$ cat config.mk
export PLATFORM = sky130hd
export DESIGN_NAME = tc_pl_cap_data_adc_merge
export DESIGN_NICKNAME = d
export VERILOG_FILES = /design/src/rtl/tc_pl_cap_pkg.sv /design/src/rtl/tc_pl_cap_fifo_fwft.sv /design/src/rtl/tc_pl_cap_data_adc_merge.sv
export SDC_FILE = /design/constraint.sdc
export NUM_CORES = 1
export LEC_CHECK = 0
export ABC_CLOCK_PERIOD_IN_PS = 8800
export CELL_PAD_IN_SITES_DETAIL_PLACEMENT = 1
export CELL_PAD_IN_SITES_GLOBAL_PLACEMENT = 1
export CORE_MARGIN = 2
export CORE_UTILIZATION = 58
export CTS_CLUSTER_SIZE = 8
export DETAILED_ROUTE_END_ITERATION = 8
export GPL_ROUTABILITY_DRIVEN = 0
export PLACE_DENSITY_LB_ADDON = 0.2
export SETUP_SLACK_MARGIN = 0.02
export SLEW_MARGIN = 20
export SYNTH_ARGS = -nofsm -noshare
export SYNTH_HDL_FRONTEND = slang
export SYNTH_SLANG_ARGS = --single-unit
$ cat constraint.sdc
create_clock -name clk -period 8.8 [get_ports clk]
set_input_delay 1.76 -clock clk [delete_from_list [all_inputs] [get_ports clk]]
set_output_delay 1.76 -clock clk [all_outputs]
set_load 0.05 [all_outputs]
$ cat src/rtl/tc_pl_cap_pkg.sv
// Shared types and default sizes for the merged-ADC capture producer.
package tc_pl_cap_pkg;

  typedef enum logic [1:0] {
    S_IDLE = 2'd0,
    S_RUN  = 2'd1,
    S_DONE = 2'd2
  } state_t;

  localparam int unsigned ADC_W_DEF   = 28;
  localparam int unsigned ADC0_1_DEF  = 2 * ADC_W_DEF;
  localparam int unsigned FIFO_AW_DEF = 4;
  localparam int unsigned FIFO_DEPTH  = 1 << FIFO_AW_DEF;

endpackage

$ cat src/rtl/tc_pl_cap_fifo_fwft.sv
// Synchronous first-word-fall-through FIFO with synchronous flush and occupancy count.
module tc_pl_cap_fifo_fwft
  import tc_pl_cap_pkg::*;
#(
  parameter int unsigned W  = ADC0_1_DEF,
  parameter int unsigned AW = FIFO_AW_DEF
) (
  input  logic          clk,
  input  logic          rst,
  input  logic          flush,
  input  logic          push,
  input  logic          pop,
  input  logic [W-1:0]  din,
  output logic [W-1:0]  dout,
  output logic          empty,
  output logic          full,
  output logic [AW:0]   level
);

  localparam int unsigned DEPTH = 1 << AW;

  logic [W-1:0]  mem [DEPTH];
  logic [AW-1:0] wr_ptr;
  logic [AW-1:0] rd_ptr;
  logic          wr_en;
  logic          rd_en;

  assign empty = (level == '0);
  assign full  = (level == (AW+1)'(DEPTH));
  // A full FIFO still accepts a word when the head leaves on the same edge.
  assign rd_en = pop & ~empty;
  assign wr_en = push & (~full | rd_en);
  // Head word is shown only while something is queued; zero otherwise.
  assign dout  = empty ? '0 : mem[rd_ptr];

  // Storage array; contents need no reset since the pointers define validity.
  always_ff @(posedge clk) begin
    if (wr_en) begin
      mem[wr_ptr] <= din;
    end
  end

  // Pointer and occupancy bookkeeping; flush discards everything at once.
  always_ff @(posedge clk) begin
    if (rst || flush) begin
      wr_ptr <= '0;
      rd_ptr <= '0;
      level  <= '0;
    end else begin
      if (wr_en) begin
        wr_ptr <= wr_ptr + AW'(1);
      end
      if (rd_en) begin
        rd_ptr <= rd_ptr + AW'(1);
      end
      if (wr_en && !rd_en) begin
        level <= level + (AW+1)'(1);
      end else if (rd_en && !wr_en) begin
        level <= level - (AW+1)'(1);
      end
    end
  end

endmodule

$ cat src/rtl/tc_pl_cap_data_adc_merge.sv
// Pairs ADC channel 0/1 samples into {ch1, ch0} words and queues them for the capture consumer.
module tc_pl_cap_data_adc_merge
  import tc_pl_cap_pkg::*;
#(
  parameter int unsigned ADC_W   = ADC_W_DEF,
  parameter int unsigned ADC0_1  = ADC0_1_DEF,
  parameter int unsigned FIFO_AW = FIFO_AW_DEF
) (
  input  logic               clk,
  input  logic               rst,
  input  logic               cap_en,
  input  logic [ADC_W-1:0]   adc0_data,
  input  logic               adc0_valid,
  input  logic [ADC_W-1:0]   adc1_data,
  input  logic               adc1_valid,
  input  logic               Gc_cap_cmpt,
  output logic [ADC0_1-1:0]  Gc_merge_data,
  output logic               Gc_mereg_datv,
  input  logic               Gc_mereg_datr,
  output logic [FIFO_AW:0]   fifo_level,
  output logic               ovf,
  output logic               skew_err
);

  state_t             state;
  logic               h0;
  logic               h1;
  logic [ADC_W-1:0]   r0;
  logic [ADC_W-1:0]   r1;

  logic               run_c;
  logic               cmpt_c;
  logic               pair_c;
  logic               pop_c;
  logic               drop_c;
  logic               flush_c;
  logic               fifo_empty;
  logic               fifo_full;
  logic [ADC_W-1:0]   ch0_c;
  logic [ADC_W-1:0]   ch1_c;
  logic [ADC0_1-1:0]  merged_c;

  // Pair detection: a fresh strobe wins over the held copy of the same channel.
  always_comb begin
    run_c    = (state == S_RUN) && cap_en;
    cmpt_c   = run_c && Gc_cap_cmpt;
    pair_c   = run_c && !Gc_cap_cmpt && (h0 || adc0_valid) && (h1 || adc1_valid);
    ch0_c    = adc0_valid ? adc0_data : r0;
    ch1_c    = adc1_valid ? adc1_data : r1;
    merged_c = ADC0_1'({ch1_c, ch0_c});
    pop_c    = Gc_mereg_datv && Gc_mereg_datr;
    drop_c   = pair_c && fifo_full && !pop_c;
    flush_c  = !cap_en || cmpt_c;
  end

  assign Gc_mereg_datv = ~fifo_empty;

  tc_pl_cap_fifo_fwft #(
    .W  (ADC0_1),
    .AW (FIFO_AW)
  ) u_fifo (
    .clk   (clk),
    .rst   (rst),
    .flush (flush_c),
    .push  (pair_c),
    .pop   (pop_c),
    .din   (merged_c),
    .dout  (Gc_merge_data),
    .empty (fifo_empty),
    .full  (fifo_full),
    .level (fifo_level)
  );

  // Capture FSM, channel hold registers and sticky error flags.
  always_ff @(posedge clk) begin
    if (rst || !cap_en) begin
      state    <= S_IDLE;
      h0       <= 1'b0;
      h1       <= 1'b0;
      r0       <= '0;
      r1       <= '0;
      ovf      <= 1'b0;
      skew_err <= 1'b0;
    end else begin
      case (state)
        S_IDLE: state <= S_RUN;
        S_RUN: begin
          if (Gc_cap_cmpt) begin
            state <= S_DONE;
            h0    <= 1'b0;
            h1    <= 1'b0;
          end else if (pair_c) begin
            h0 <= 1'b0;
            h1 <= 1'b0;
            if (drop_c) begin
              ovf <= 1'b1;
            end
          end else begin
            if (adc0_valid) begin
              r0 <= adc0_data;
              h0 <= 1'b1;
              if (h0) begin
                skew_err <= 1'b1;
              end
            end
            if (adc1_valid) begin
              r1 <= adc1_data;
              h1 <= 1'b1;
              if (h1) begin
                skew_err <= 1'b1;
              end
            end
          end
        end
        S_DONE:  state <= S_DONE;
        default: state <= S_IDLE;
      endcase
    end
  end

endmodule

==> metrics.txt, run 1 <==
outcome=finished clean; DR WL/cell=32.8 um; Fmax=155 MHz; post-synthesis xor/xnor area fraction=0.00162; DRC viols=0; Syn Area/Cell=21.5 um^2; Setup CP Type=register to output port; Syn Inst Count=1,765; Slowest-stage cell, CP=buf_4; Num CTS Buffers=139; critical-path cell list=buf_4, mux4_2, nand2b_1, nand3_1, o31ai_1, clkdlybuf4s50_1; Worst Hold Path EP=r0[6]$_SDFFE_PP0P_; post-synthesis register bit count=975; WHS Path Cells=2; clk buf depth=3; Ys Warns=0; # IOs=127; setup TNS=0 ns; Final Hold Viols=0; Slew HR=0.220; Final Cycle Share=0.733; FF-to-FF End=u_fifo.mem[7][2]$_DFFE_PP_; Setup Skew=0.0194 ns; die area=67,300 um^2; unrepaired setup endpoints after global routing=false; Max-cap violations=0; cell with the most instances after synthesis=edfxtp_1; Post-synth EDFFs=about 900; Synthesized Nets=1,840; core area=64,500 um^2; R2R depth=7; pwr dens=around 240 nW/um^2; Cell Rows=93; GR Util All Layers=0.295; post-cts resize count=0; sequential share of power=0.488; Synth top area share=0.711; Yosys top cell by area=edfxtp_1; grt total ovfl=0; antenna diode count=0; LEAKAGE=14.1 nW; prevailing post-synth register cell=edfxtp_1; Detailed Routing Iterations Pass 1=5; Synth async-reset ratio=0; Critical Path End Type=output port; Buf/Inv on CP=2; final cell count without fillers=2,921; min-delay src=r0[6]$_SDFFE_PP0P_; TritonCTS clock tree=yes; vias in the first global route=21,100; CP max stage delay=about 0.95 ns; # placed instances=~2,700; post-layout min period=6.45 ns; Detailed Place HPWL=46.8 mm; final hold slack=0.489 ns; Nets=2,036; Clk Tree Root Cell=clkbuf_16; hold crit path type=register to register; internal power=8.24 mW; port buffer count=126; DRT iter0 DRCs=2,068; share of layout cells above drive strength 1=0.264; Clock transition at path regs=0.05 ns; Setup Viol. Count Final=0; count of hold-fix buffers inserted at cts=0; via count=19,200; Slew @ Worst Pin=between 1 and 1.5 ns; largest family of logic cells by synthesized area=multiplexers; VDD IR max=0.000166 V; Worst-Skew Late Latency=0.73 ns; Worst Path Required=7.04 ns; Die Ht=approximately 260 um; Synth-to-Final Area Change=16.3%; Setup crit start kind=register; R2R setup slack=around 5.0 ns; Net Sw Power=roughly 2.2 mW; combinational share of power=0.030; adder-cell share of the synthesized area=0.00416; Netlist cell types=46; Syn Std Cell Area=between 30,000 and 40,000 um^2; reg2reg start=state[1]$_SDFFE_PP0P_; Die X=260 um; H-tree Lvls=4; post-synthesis compound-gate area fraction=0.0191; first-pass GRT wire length=142 mm; Synth top cells by count=896 x edfxtp_1, 223 x mux4_2, 112 x mux2_2; fin util=0.683; initial antenna violation count=3; Slew Limit Fails=0; family with the most delay on the worst path=buffers and inverters; Pwr Total=10.4 mW; vias per cell=about 6.6; arrival time at the worst endpoint=4.69 ns; largest fanout on the critical path=67; Setup Fix Bufs, Post-CTS=0; Clock Sinks=975; post-synthesis mux area share=0.182; Seq/Total Area, Yosys=0.752; top cells by area, synth=edfxtp_1 71%, mux4_2 13%, dfxtp_1 4.2%, mux2_2 3.3%, mux2i_1 1.6%; Sw Share=0.208; Routed Antenna Nets=0; Starting Density=0.587; wirelength, routed=95.9 mm; Clk pwr share=0.483; Post-Synth Simple-Gate Area=0.0255; largest net degree at the start of global routing=108
## sequential cells by signal, indices dropped and copies added (netlist names), named ones only
| register | count |
|---|---|
| u_fifo.mem | 896 |
| r0 | 28 |
| r1 | 28 |
| u_fifo.level | 5 |
| u_fifo.rd_ptr | 4 |
| u_fifo.wr_ptr | 4 |
| state | 2 |
| h0 | 1 |
| h1 | 1 |
| ovf | 1 |
| skew_err | 1 |
## cell families after synthesis
kind of cell             after synthesis
multiplexers                         395
buffers and inverters                111
adder cells (fa/ha/maj)               12
AO/OA/AOI/OAI                         79
AND/OR/NAND/NOR                      186
XOR/XNOR                               7
flip-flops                           975
## worst register-to-register path: cells and delay by family, from the launching register on
kind            cells  cell delay [ns]
simple gates        3             1.47
buf+inv             2             0.78
compound gates      1             0.60
flops               1             0.29
fa+ha+maj           1             0.23
## cells in the final DEF (no fill, tap or decap), drive strengths merged, types with 4 or more instances in the layout
cell type	count
nand2b	5
nand3	7
buf	30
mux4	223
nor2	84
xor2	4
and2	14
inv	17
clkdlybuf4s50	124
mux2i	60
edfxtp	896
clkbuf	240
a221o	55
dfxtp	79
mux2	112
a21oi	10
nor2b	59
ha	11
## area by class of cell
cell class	count	area, um^2
Multi-Input combinational cell	679	8870
Timing Repair Buffer	154	1490
Clock inverter	6	71.3
Clock buffer	240	4010
Tap cell	855	1070
Sequential cell	975	28500
Fill cell	5018	20400
Inverter	12	45.0
## routing by layer
layer  routed length [um]  GRT usage  vias to the layer above  part of all wire
li1                     -          -                     7717                 -
met1                37300      0.392                    10300              0.39
met2                48800      0.485                     1002              0.51
met3                 7130     0.0682                      218             0.074
met4                 2650      0.107                        6             0.028
met5                   32          0                        -           0.00033
## metrics by stage
step,instance area [um^2],setup slack [ns]
3_5_place_dp,40000,3.06
2_1_floorplan,37900,3.31
4_1_cts,44000,2.36
5_1_grt,44000,2.12
3_3_place_gp,40000,3.21
6_report,44000,2.35
## worst max path at each step
stage,startpoint,end,slack (ns),cells past startpoint
3_5_place_dp,adc0_valid,u_fifo.mem[7][2]$_DFFE_PP_,3.06,6
5_1_grt,register,Gc_merge_data[54],2.12,6
4_1_cts,register,Gc_merge_data[54],2.36,6
2_1_floorplan,Gc_cap_cmpt,u_fifo.mem[10][0]$_DFFE_PP_,3.31,5
6_report,register,Gc_merge_data[54],2.35,6
3_3_place_gp,register,Gc_merge_data[54],3.21,6
## power by group through the flow
stage,Combinational [mW],Sequential [mW],Clock (mW)
finish,0.310,5.07,5.02
global route,0.327,5.07,5.23
CTS,0.310,5.07,5.05
detailed placement,0.306,5.16,0
global placement,0.291,5.16,0
floorplan,0.183,5.16,0
No activity file was read; power rests on OpenSTA's default activity.
==> run 2, diff against run 1 <==
Settings changed: ABC_CLOCK_PERIOD_IN_PS 8800 to 6740, CORE_UTILIZATION 58 to 54.
Clock period 8.8 ns to 6.74 ns, I/O delays scaled along.
==> metrics.txt, run 2 (synthesized netlist as in run 1, its figures left out) <==
pwr dens=306 nW/um^2; Die Ht=269 um; DRT iter0 DRCs=1,602; R2R depth=7; Clock transition at path regs=0.05 ns; Cell Rows=97; Nets=2,049; Slew HR=0.298; met2 usage=0.438; met1 Usage GRT=0.365; Fmax=182 MHz; most frequent cells in the layout=896 x edfxtp_1, 223 x mux4_2, 147 x clkbuf_16; Slew Limit Fails=0; final hold slack=between 0.4 and 0.5 ns; Slew @ Worst Pin=1.05 ns; dpl ws=1.85 ns; final worst setup slack=1.25 ns; Clock Sinks=975; gr busiest metal=met2; largest net degree at the start of global routing=74; Worst-Skew Late Latency=~0.7 ns; DR WL/cell=between 30 and 40 um; Final Hold Viols=0; post-layout min period=between 5 and 6 ns; H-tree Lvls=4; # IOs=roughly 130; Clk Tree Root Cell=clkbuf_16; largest fanout on the critical path=38; top flop regs=u_fifo.mem (896), r0 (28), r1 (28); Num CTS Buffers=139; Setup Viol. Count Final=0; Die X=approximately 270 um; wirelength, routed=93.4 mm; WHS Path Cells=2; Max-cap violations=0; hold crit path type=register to register; share of layout cells above drive strength 1=0.270; R2R setup slack=3.28 ns; M3 GR Usage=0.0601; Setup Fix Bufs, Post-CTS=0; Setup Skew=roughly 0.022 ns; die area=72,300 um^2; core area=69,800 um^2; DRC viols=0; Final Cycle Share=0.815; VDD IR max=0.000241 V; max reg flops=896; Setup CP Type=register to output port; unrepaired setup endpoints after global routing=false; LEAKAGE=between 10 and 15 nW; Worst Path Required=5.39 ns; largest register by flop count=u_fifo.mem; Starting Density=0.543; vias per cell=6.23; first-pass GRT wire length=138 mm; TritonCTS clock tree=yes; GR Util All Layers=0.269; arrival time at the worst endpoint=4.14 ns; grt total ovfl=0; most common cell after layout, fill and taps aside=edfxtp_1; Detailed Place HPWL=between 40 and 50 mm; initial antenna violation count=0; Critical Path End Type=output port; antenna diode count=0; post-cts resize count=0; Setup crit start kind=register; Synth-to-Final Area Change=17.0%; setup TNS=0 ns; clk buf depth=3; reg2reg start=state[1]$_SDFFE_PP0P_; port buffer count=roughly 130; Detailed Routing Iterations Pass 1=5; FF-to-FF End=u_fifo.mem[3][7]$_DFFE_PP_; vias in the first global route=20,800; min-delay src=skew_err$_SDFFE_PP0P_; Pwr Total=13.6 mW; outcome=finished clean; Worst Hold Path EP=skew_err$_SDFFE_PP0P_; Routed Antenna Nets=0; via count=18,800; count of hold-fix buffers inserted at cts=0
-- run 2: changes by cell type in the layout (fill, tap and decap cells not counted) --
cell	previous run	this run
buf_12	2	7
inv_6	4	5
clkbuf_16	146	147
clkinv_8	1	0
and2_4	9	11
buf_4	26	34
clkbuf_1	94	89
and2_2	3	1
-- run 2: per-stage QoR --
stage / cells / area [um^2] / util
global placement: 2773 / 40200 / 0.577
CTS: 3015 / 44300 / 0.635
floorplan: 1765 / 37900 / -
global route: 3015 / 44300 / 0.635
detailed placement: 2773 / 40200 / 0.577
finish: 3015 / 44300 / 0.635
-- run 2: cell type report --
type	instances	area (um^2)
sequential	975	28500
fill	5635	25500
multi-input combinational	679	8870
clock buffer	236	4010
timing repair buffer	167	1650
tap	940	1180
clock inverter	6	63.8
inverter	12	45.0
-- run 2: worst max path at each step --
stage / startpoint / endpoint / slack (ns) / depth (start not counted)
floorplan: Gc_cap_cmpt / u_fifo.mem[10][0]$_DFFE_PP_ / 1.66 / 5
global placement: register / Gc_merge_data[1] / 1.98 / 4
detailed placement: adc0_valid / u_fifo.mem[3][12]$_DFFE_PP_ / 1.85 / 7
CTS: register / Gc_merge_data[1] / 1.21 / 4
global route: register / Gc_merge_data[1] / 1.11 / 4
finish: register / Gc_merge_data[55] / 1.25 / 4
-- run 2: power breakdown --
group          total (mW)  switching (mW)  internal, mW
registers            6.62         0.00653          6.62
logic               0.405           0.267         0.137
clock network        6.54            2.52          4.01
total                13.6            2.80          10.8
-- run 2: worst max-delay path, cell delays in order (launching register included) --
cell and delay [ns]:
dfxtp_4 0.68, o211a_2 0.76, buf_4 0.72, a221o_1 0.39
clkdlybuf4s50_1 0.84
-- run 2: metal layers --
layer  wire, um  vias to the layer above
met5          0                        -
met4       2620                        0
met3       6470                      177
met2      46900                      827
met1      37300                    10000
li1           -                     7732
==> run 3, diff against run 2 <==
Settings changed: ABC_CLOCK_PERIOD_IN_PS 6740 to 4970, CORE_UTILIZATION 54 to 49.
Clock period 6.74 ns to 4.97 ns, I/O delays scaled along.
==> metrics.txt, run 3 (synthesized netlist as in run 1, its figures left out) <==
core area=76,200 um^2; top flop regs=u_fifo.mem (896), r0 (28), r1 (28); Net Sw Power=3.83 mW; via count=18,600; Setup Viol. Count Final=0; Die X=approximately 280 um; port buffer count=126; combinational share of power=0.030; Num CTS Buffers=139; # placed instances=2,891; arrival time at the worst endpoint=3.68 ns; pwr dens=408 nW/um^2; Max-cap violations=0; clk buf depth=3; Final Cycle Share=0.941; VDD IR max=0.000298 V; Cell Rows=101; Slew @ Worst Pin=0.982 ns; Setup Skew=0.0214 ns; final worst setup slack=0.295 ns; Die Ht=282 um; most common cell after layout, fill and taps aside=edfxtp_1; Worst Path Required=roughly 4.0 ns; R2R depth=7; largest register by flop count=u_fifo.mem; Setup crit start kind=register; post-layout min period=4.68 ns; min-delay src=r0[4]$_SDFFE_PP0P_; max reg flops=between 800 and 900; # IOs=127; largest net degree at the start of global routing=slightly below 70; fill count=6,353; FF-to-FF End=u_fifo.mem[10][16]$_DFFE_PP_; Synth-to-Final Area Change=18.7%; Critical Path End Type=output port; vias per cell=between 5 and 6; DR WL/cell=29.8 um; DRC viols=0; Clock transition at path regs=about 0.050 ns; Final Hold Viols=0; first-pass GRT wire length=137 mm; Starting Density=0.497; Slew HR=0.345; R2R setup slack=1.74 ns; LEAKAGE=between 10 and 15 nW; Worst Hold Path EP=r0[4]$_SDFFE_PP0P_; wirelength, routed=93.2 mm; GR Util All Layers=0.242; Reg area=28,500 um^2; Nets=2,078; Fmax=214 MHz; antenna diode count=0; Clk Tree Root Cell=clkbuf_16; Worst-Skew Late Latency=0.72 ns; grt total ovfl=0; most frequent cells in the layout=896 x edfxtp_1, 223 x mux4_2, 144 x clkbuf_16; unrepaired setup endpoints after global routing=false; dpl ws=0.853 ns; Detailed Routing Iterations Pass 1=5; largest fanout on the critical path=17; sequential share of power=0.489; reg2reg start=state[1]$_SDFFE_PP0P_; multi-input logic area=8870 um^2; Clk pwr share=0.480; initial antenna violation count=0; Setup CP Type=register to output port; vias in the first global route=20,500; post-cts resize count=0; TritonCTS clock tree=yes; Detailed Place HPWL=about 50 mm; Routed Antenna Nets=0; internal power=14.5 mW; Clock Sinks=975; WHS Path Cells=2; DRT iter0 DRCs=1,736; final cell count without fillers=3,126; Sw Share=0.209; share of layout cells above drive strength 1=0.281; die area=~80,000 um^2; setup TNS=0 ns; H-tree Lvls=4; outcome=finished clean; hold crit path type=register to register; Slew Limit Fails=0
## run 3: worst max-delay path, cell delays in order (launching register included)
cell and delay [ns]:
dfxtp_4 0.65, buf_4 0.38, mux4_2 0.54, mux2_2 0.28
a221o_1 0.37, clkdlybuf4s50_1 0.73
## run 3: final cells by class
type	instances	share of cell area
clock inverter	10	0.00376
sequential	975	0.634
multi-input combinational	679	0.197
timing repair buffer	196	0.0486
inverter	12	0.00100
clock buffer	224	0.0868
tap	1030	0.0287
## run 3: how the worst max path moves through the flow
| stage | to | slack (ns) |
|---|---|---|
| 3_3_place_gp | Gc_merge_data[2] | 0.86 |
| 4_1_cts | Gc_merge_data[53] | 0.06 |
| 5_1_grt | Gc_merge_data[2] | 0.14 |
| 2_1_floorplan | u_fifo.mem[10][0]$_DFFE_PP_ | 0.25 |
| 6_report | Gc_merge_data[53] | 0.29 |
| 3_5_place_dp | Gc_merge_data[53] | 0.85 |
## run 3: repair_timing
item / in CTS / in global routing
endpoints found under the setup margin: 0 / 2
hold buffers: 0 / 0
setup buffers: 0 / 1
## run 3: per-stage QoR
stage	hold WS [ns]	cell area, um^2	util	total power [mW]
2_1_floorplan	0.456	37900	-	9.46
3_3_place_gp	0.457	40900	0.536	9.68
3_5_place_dp	0.481	40900	0.536	9.70
4_1_cts	0.493	44900	0.590	18.5
5_1_grt	0.518	45000	0.590	18.8
6_report	0.488	45000	0.590	18.4
## run 3: power by group through the flow
stage	clock (mW)	sequential, mW	combinational, mW
2_1_floorplan	0	9.14	0.323
3_3_place_gp	0	9.14	0.538
5_1_grt	9.23	8.97	0.586
3_5_place_dp	0	9.14	0.557
6_report	8.82	8.98	0.553
4_1_cts	8.94	8.98	0.559
## run 3: routing by layer
layer | up-vias | share of wire | global-route usage
met3 | 163 | 0.057 | 0.0469
met2 | 651 | 0.50 | 0.397
li1 | 7808 | - | -
met5 | - | 0 | 0
met4 | 0 | 0.024 | 0.0746
met1 | 10000 | 0.42 | 0.331
